==> config.mk <==
export PLATFORM = sky130hd
export DESIGN_NAME = button_int_ctrl
export DESIGN_NICKNAME = d
export VERILOG_FILES = /design/src/rtl/button_pkg.sv /design/src/rtl/btn_debounce.sv /design/src/rtl/button_int_ctrl.sv
export SDC_FILE = /design/constraint.sdc
export NUM_CORES = 1
export LEC_CHECK = 0
export CAP_MARGIN = 20
export CORE_ASPECT_RATIO = 0.7
export CORE_MARGIN = 2
export CORE_UTILIZATION = 40
export CTS_BUF_LIST = sky130_fd_sc_hd__clkbuf_2
export DETAILED_ROUTE_END_ITERATION = 10
export PLACE_DENSITY = 0.62
export SYNTH_ARGS = -nofsm -noshare
export SYNTH_HDL_FRONTEND = slang
export SYNTH_HIERARCHICAL = 1
export SYNTH_SLANG_ARGS = --single-unit
==> constraint.sdc <==
create_clock -name clk -period 1.8 [get_ports clk]
set_input_delay 0.18 -clock clk [delete_from_list [all_inputs] [get_ports clk]]
set_output_delay 0.18 -clock clk [all_outputs]
set_load 0.05 [all_outputs]
==> src/rtl/button_pkg.sv <==
// Shared definitions for the button interrupt front end: FSM states, button count,
// per-button interrupt vectors and the priority pick.
package button_pkg;

  localparam int unsigned NUM_BTN = 4;

  typedef enum logic [1:0] {
    IDLE,
    ISSUE,
    WAIT_ACK,
    WAIT_DONE
  } btn_state_t;

  localparam logic [15:0] INT_VECTOR [NUM_BTN] = '{16'h0f80, 16'h0fa0, 16'h0fc0, 16'h0fe0};

  // Highest-index set bit wins; ascending scan lets the last hit overwrite earlier ones.
  function automatic logic [NUM_BTN-1:0] highest_onehot(input logic [NUM_BTN-1:0] req);
    highest_onehot = '0;
    for (int unsigned i = 0; i < NUM_BTN; i++) begin
      if (req[i]) begin
        highest_onehot    = '0;
        highest_onehot[i] = 1'b1;
      end
    end
  endfunction

endpackage

==> src/rtl/btn_debounce.sv <==
// One push-button: 2-FF synchronizer, inversion to active-high, and a debounce
// counter that accepts a level only after DEBOUNCE_CYCLES consecutive differing samples.
module btn_debounce #(
  parameter int unsigned DEBOUNCE_CYCLES = 500000
) (
  input  logic clk,
  input  logic rst_n,
  input  logic key_n,
  output logic stable,
  output logic press
);

  localparam int unsigned CW = $clog2(DEBOUNCE_CYCLES);
  localparam logic [CW-1:0] CNT_LAST = CW'(DEBOUNCE_CYCLES - 1);

  logic          sync1;
  logic          sync2;
  logic          level;
  logic [CW-1:0] cnt;

  assign level = ~sync2;

  always_ff @(posedge clk or negedge rst_n) begin
    if (!rst_n) begin
      sync1  <= 1'b1;
      sync2  <= 1'b1;
      stable <= 1'b0;
      cnt    <= '0;
      press  <= 1'b0;
    end else begin
      sync1 <= key_n;
      sync2 <= sync1;
      press <= 1'b0;
      if (level == stable) begin
        cnt <= '0;
      end else if (cnt == CNT_LAST) begin
        // press is registered alongside the toggle so it lines up with the new stable level
        stable <= level;
        cnt    <= '0;
        press  <= level;
      end else begin
        cnt <= cnt + 1'b1;
      end
    end
  end

endmodule

==> src/rtl/button_int_ctrl.sv <==
// Button interrupt front end: debounces four keys, latches presses as pending
// requests and issues them one at a time, paced by the CPU's interrupt state.
module button_int_ctrl
  import button_pkg::*;
#(
  parameter int unsigned DEBOUNCE_CYCLES = 500000,
  parameter int unsigned ACK_TIMEOUT     = 8
) (
  input  logic                clk,
  input  logic                rst_n,
  input  logic [NUM_BTN-1:0]  key_n,
  input  logic                int_active,
  output logic [NUM_BTN-1:0]  buttons_pressed,
  output logic [NUM_BTN-1:0]  pending,
  output logic                merged
);

  localparam int unsigned TW = $clog2(ACK_TIMEOUT + 1);

  logic [NUM_BTN-1:0] press;
  logic [NUM_BTN-1:0] stable_unused;
  logic [NUM_BTN-1:0] issue_mask;
  logic [NUM_BTN-1:0] bp_d;
  logic [TW-1:0]      timer;
  logic [TW-1:0]      timer_d;
  btn_state_t         state;
  btn_state_t         state_d;

  for (genvar g = 0; g < NUM_BTN; g++) begin : g_btn
    btn_debounce #(
      .DEBOUNCE_CYCLES(DEBOUNCE_CYCLES)
    ) u_debounce (
      .clk    (clk),
      .rst_n  (rst_n),
      .key_n  (key_n[g]),
      .stable (stable_unused[g]),
      .press  (press[g])
    );
  end

  always_ff @(posedge clk or negedge rst_n) begin
    if (!rst_n) begin
      state <= IDLE;
    end else begin
      state <= state_d;
    end
  end

  always_comb begin
    state_d    = state;
    bp_d       = '0;
    timer_d    = timer;
    issue_mask = '0;
    case (state)
      IDLE: begin
        if ((pending != '0) && !int_active) begin
          issue_mask = highest_onehot(pending);
          bp_d       = issue_mask;
          state_d    = ISSUE;
        end
      end
      ISSUE: begin
        state_d = WAIT_ACK;
        timer_d = TW'(ACK_TIMEOUT);
      end
      WAIT_ACK: begin
        if (int_active) begin
          state_d = WAIT_DONE;
        end else if (timer <= TW'(1)) begin
          state_d = IDLE;
        end else begin
          timer_d = timer - 1'b1;
        end
      end
      WAIT_DONE: begin
        if (!int_active) begin
          state_d = IDLE;
        end
      end
      default: state_d = IDLE;
    endcase
  end

  // A press landing on the bit being issued re-sets it, so set beats clear.
  always_ff @(posedge clk or negedge rst_n) begin
    if (!rst_n) begin
      buttons_pressed <= '0;
      pending         <= '0;
      merged          <= 1'b0;
      timer           <= '0;
    end else begin
      buttons_pressed <= bp_d;
      pending         <= (pending & ~issue_mask) | press;
      merged          <= |(press & pending);
      timer           <= timer_d;
    end
  end

endmodule

==> flow_metrics.env <==
export IMPL_die_w_um=140
export IMPL_ys_seq_elements=107
export IMPL_post_route_util=0.488
export IMPL_fin_ws_ns=0.0564
export IMPL_worst_hold_slack_ns=0.123
export IMPL_grt_use_total=0.160
export IMPL_dieArea_um2=13900
export IMPL_layout_commonest_cell="nor2_1"
export IMPL_finClkSkew_ns=0.0419
export IMPL_cts_root_buf="clkbuf_2"
export IMPL_grt_pass1_wl_mm=18.0
export IMPL_grt_max_degree=63
export IMPL_synth_top_cell_area_share=0.477
export IMPL_post_drt_wl_per_cell_um=14.1
export IMPL_dp_cells=709
export IMPL_area_delta_synth_final_pct=18.0
export IMPL_powerDensity_nw_per_um2=647
export IMPL_finalSetupViolations=0
export IMPL_relSlewSlack=0.452
export IMPL_crit_required_ns=2.31
export IMPL_tritoncts="done"
export IMPL_synth_nets=520
export IMPL_fmax_ghz=0.574
export IMPL_diodes=0
export IMPL_finalCritPeriodShare=0.969
export IMPL_io_buffer_count=15
export IMPL_overflow=0
export IMPL_drv_cap=0
export IMPL_grt_pass1_vias=3724
export IMPL_first_iter_violations=271
export IMPL_synth_warnings=6
export IMPL_antenna_left=0
export IMPL_netlist_cell_type_count=50
export IMPL_final_nets=593
export IMPL_synth_area_leaders="dfrtp_1 (48%), xnor2_1 (9.3%), nor2_1 (6.4%), dfstp_2 (4.0%), nand4_1 (3.1%)"
export IMPL_gp_congestion=0.920
export IMPL_htreeDepth=3
export IMPL_pre_cts_ws_ns=0.00519
export IMPL_stdcell_count=747
export IMPL_drc=0
export IMPL_netlist_instances=507
export IMPL_finalCriticalPeriod_ns=1.74
export IMPL_drt_first_pass_iters=5
export IMPL_clkTransAtPathRegs_ns=0.25
export IMPL_outcome="completed"
export IMPL_ir_drop_mv=0.364
export IMPL_hold_viol=0
export IMPL_slew_viol_final=0
export IMPL_postSynthAreaPerCell_um2=10.2
export IMPL_rows=34
export IMPL_clock_latency_ns=0.57
export IMPL_end_kind="register"
export IMPL_synth_area_leader_cell="dfrtp_1"
export IMPL_synthArstFlopShare=1.00
export IMPL_vias_per_cell=5.28
export IMPL_crit_arrival_ns=2.25
export IMPL_final_layout_size_suffix_gt1_frac=0.214
export IMPL_num_io_pins=16
export IMPL_die_h_um=99.3
export IMPL_hpwl_mm=7.25
export IMPL_dpl_cell_area_um2=5750
export IMPL_yosysSeqAreaShare=0.518
export IMPL_synth_edff_count=0
export IMPL_crit_type="reg -> reg"
export IMPL_cts_buffers=9
export IMPL_start_util=0.414
export IMPL_antenna_found_initial=0
export IMPL_finalWirelength_mm=10.6
export IMPL_hold_class="in -> async"
export IMPL_finalPower_mw=3.96
export IMPL_start_kind="register"
export IMPL_final_setup_tns_ns=0
export IMPL_coreArea_um2=12500
export IMPL_p_leak_nw=2.52
export IMPL_syn_area_um2=5190
export IMPL_vias=3942
export IMPL_cts_buffer_depth=2
export IMPL_worst_pin_slew_ns=0.819
export IMPL_path_max_fanout=5
export IMPL_fin_area_um2=6130
export IMPL_mostFrequentLayoutCells="nor2_1 (89), dfrtp_1 (87), buf_4 (57)"
export IMPL_cts_sinks=107
export IMPL_rsz0062_at_grt="true"
export IMPL_ys_flop_type="dfrtp_1"
[what timing repair did]
action / 4_1_cts / 5_1_grt
setup buffers: 1 / 15
hold buffers: 6 / 0
setup endpoints to repair: 7 / 59
resized for setup: 8 / 27
gates cloned: 0 / 0
pin swaps: 0 / 5
endpoints found under the hold margin: 105 / 0
[worst paths after layout]
check	slack, ns	to	cells past startpoint	start
min in group clk	0.37	g_btn[1].u_debounce/sync2	0	g_btn[1].u_debounce/sync1
worst min register to register	0.37	g_btn[1].u_debounce/sync2	0	g_btn[1].u_debounce/sync1
max in group asynchronous	0.41	g_btn[0].u_debounce/cnt[9]	3	rst_n
worst max-delay path	0.06	g_btn[2].u_debounce/cnt[17]	4	g_btn[2].u_debounce/cnt[6]
worst max register to register	0.06	g_btn[2].u_debounce/cnt[17]	4	g_btn[2].u_debounce/cnt[6]
worst min-delay path	0.12	g_btn[0].u_debounce/sync1	2	rst_n
[layout make-up]
type / instances / area, µm²
Multi-Input combinational cell: 371 / 2480
Inverter: 17 / 63.8
Timing Repair Buffer: 74 / 603
Tap cell: 162 / 203
Sequential cell: 107 / 2700
Clock inverter: 5 / 20.0
Fill cell: 1152 / 6420
Clock buffer: 11 / 55.1
[metal layers]
layer  vias to the layer above  part of all wire  wire length (µm)  GRT usage
li1                       1937                 -                 -          -
met1                      1909              0.52              5540      0.243
met2                        87              0.43              4510      0.230
met3                         9             0.041               437     0.0395
met4                         0            0.0065                69     0.0389
met5                         -                 0                 0          0
[state kept, by name, indices dropped and copies added, names as in the netlist]
name                     count
g_btn.u_debounce/press       4
g_btn.u_debounce/sync1       4
pending                      4
state                        2
g_btn.u_debounce/stable      4
timer                        4
buttons_pressed              4
g_btn.u_debounce/sync2       4
merged                       1
g_btn.u_debounce/cnt        76
[worst max-delay path, cell delays in order (launching register included)]
cell     delay [ns]
dfrtp_1        0.50
nand4_2        0.12
or4_4          0.57
or3_4          0.38
a21oi_2        0.13
[cell usage after synthesis, drive strengths merged (7+ instances only)]
master / n
nor3: 23
dfrtp: 99
o21ai: 21
dfstp: 8
and2: 7
nor2: 89
nor4: 17
and3: 8
xor2: 9
nand3: 26
nand4: 34
nand2: 24
xnor2: 55
inv: 17
a21oi: 7
[kinds of logic (layout without fill, tap and decap cells)]
logic type,Yosys count,after routing,share of synthesized area
buf+inv,29,107,0.0255
compound gates,44,44,0.0533
simple gates,252,252,0.271
fa+ha+maj,6,6,0.0145
flops,107,107,0.518
xor+xnor,64,64,0.108
mux,5,5,0.00964
[where the power goes]
part	switching [mW]	leakage (nW)	internal, mW
combinational	0.259	1.04	0.180
sequential	0.126	1.43	2.50
clock	0.721	0.0559	0.174
total	1.11	2.52	2.85
Note: power is estimated with default switching activity, not from simulation.
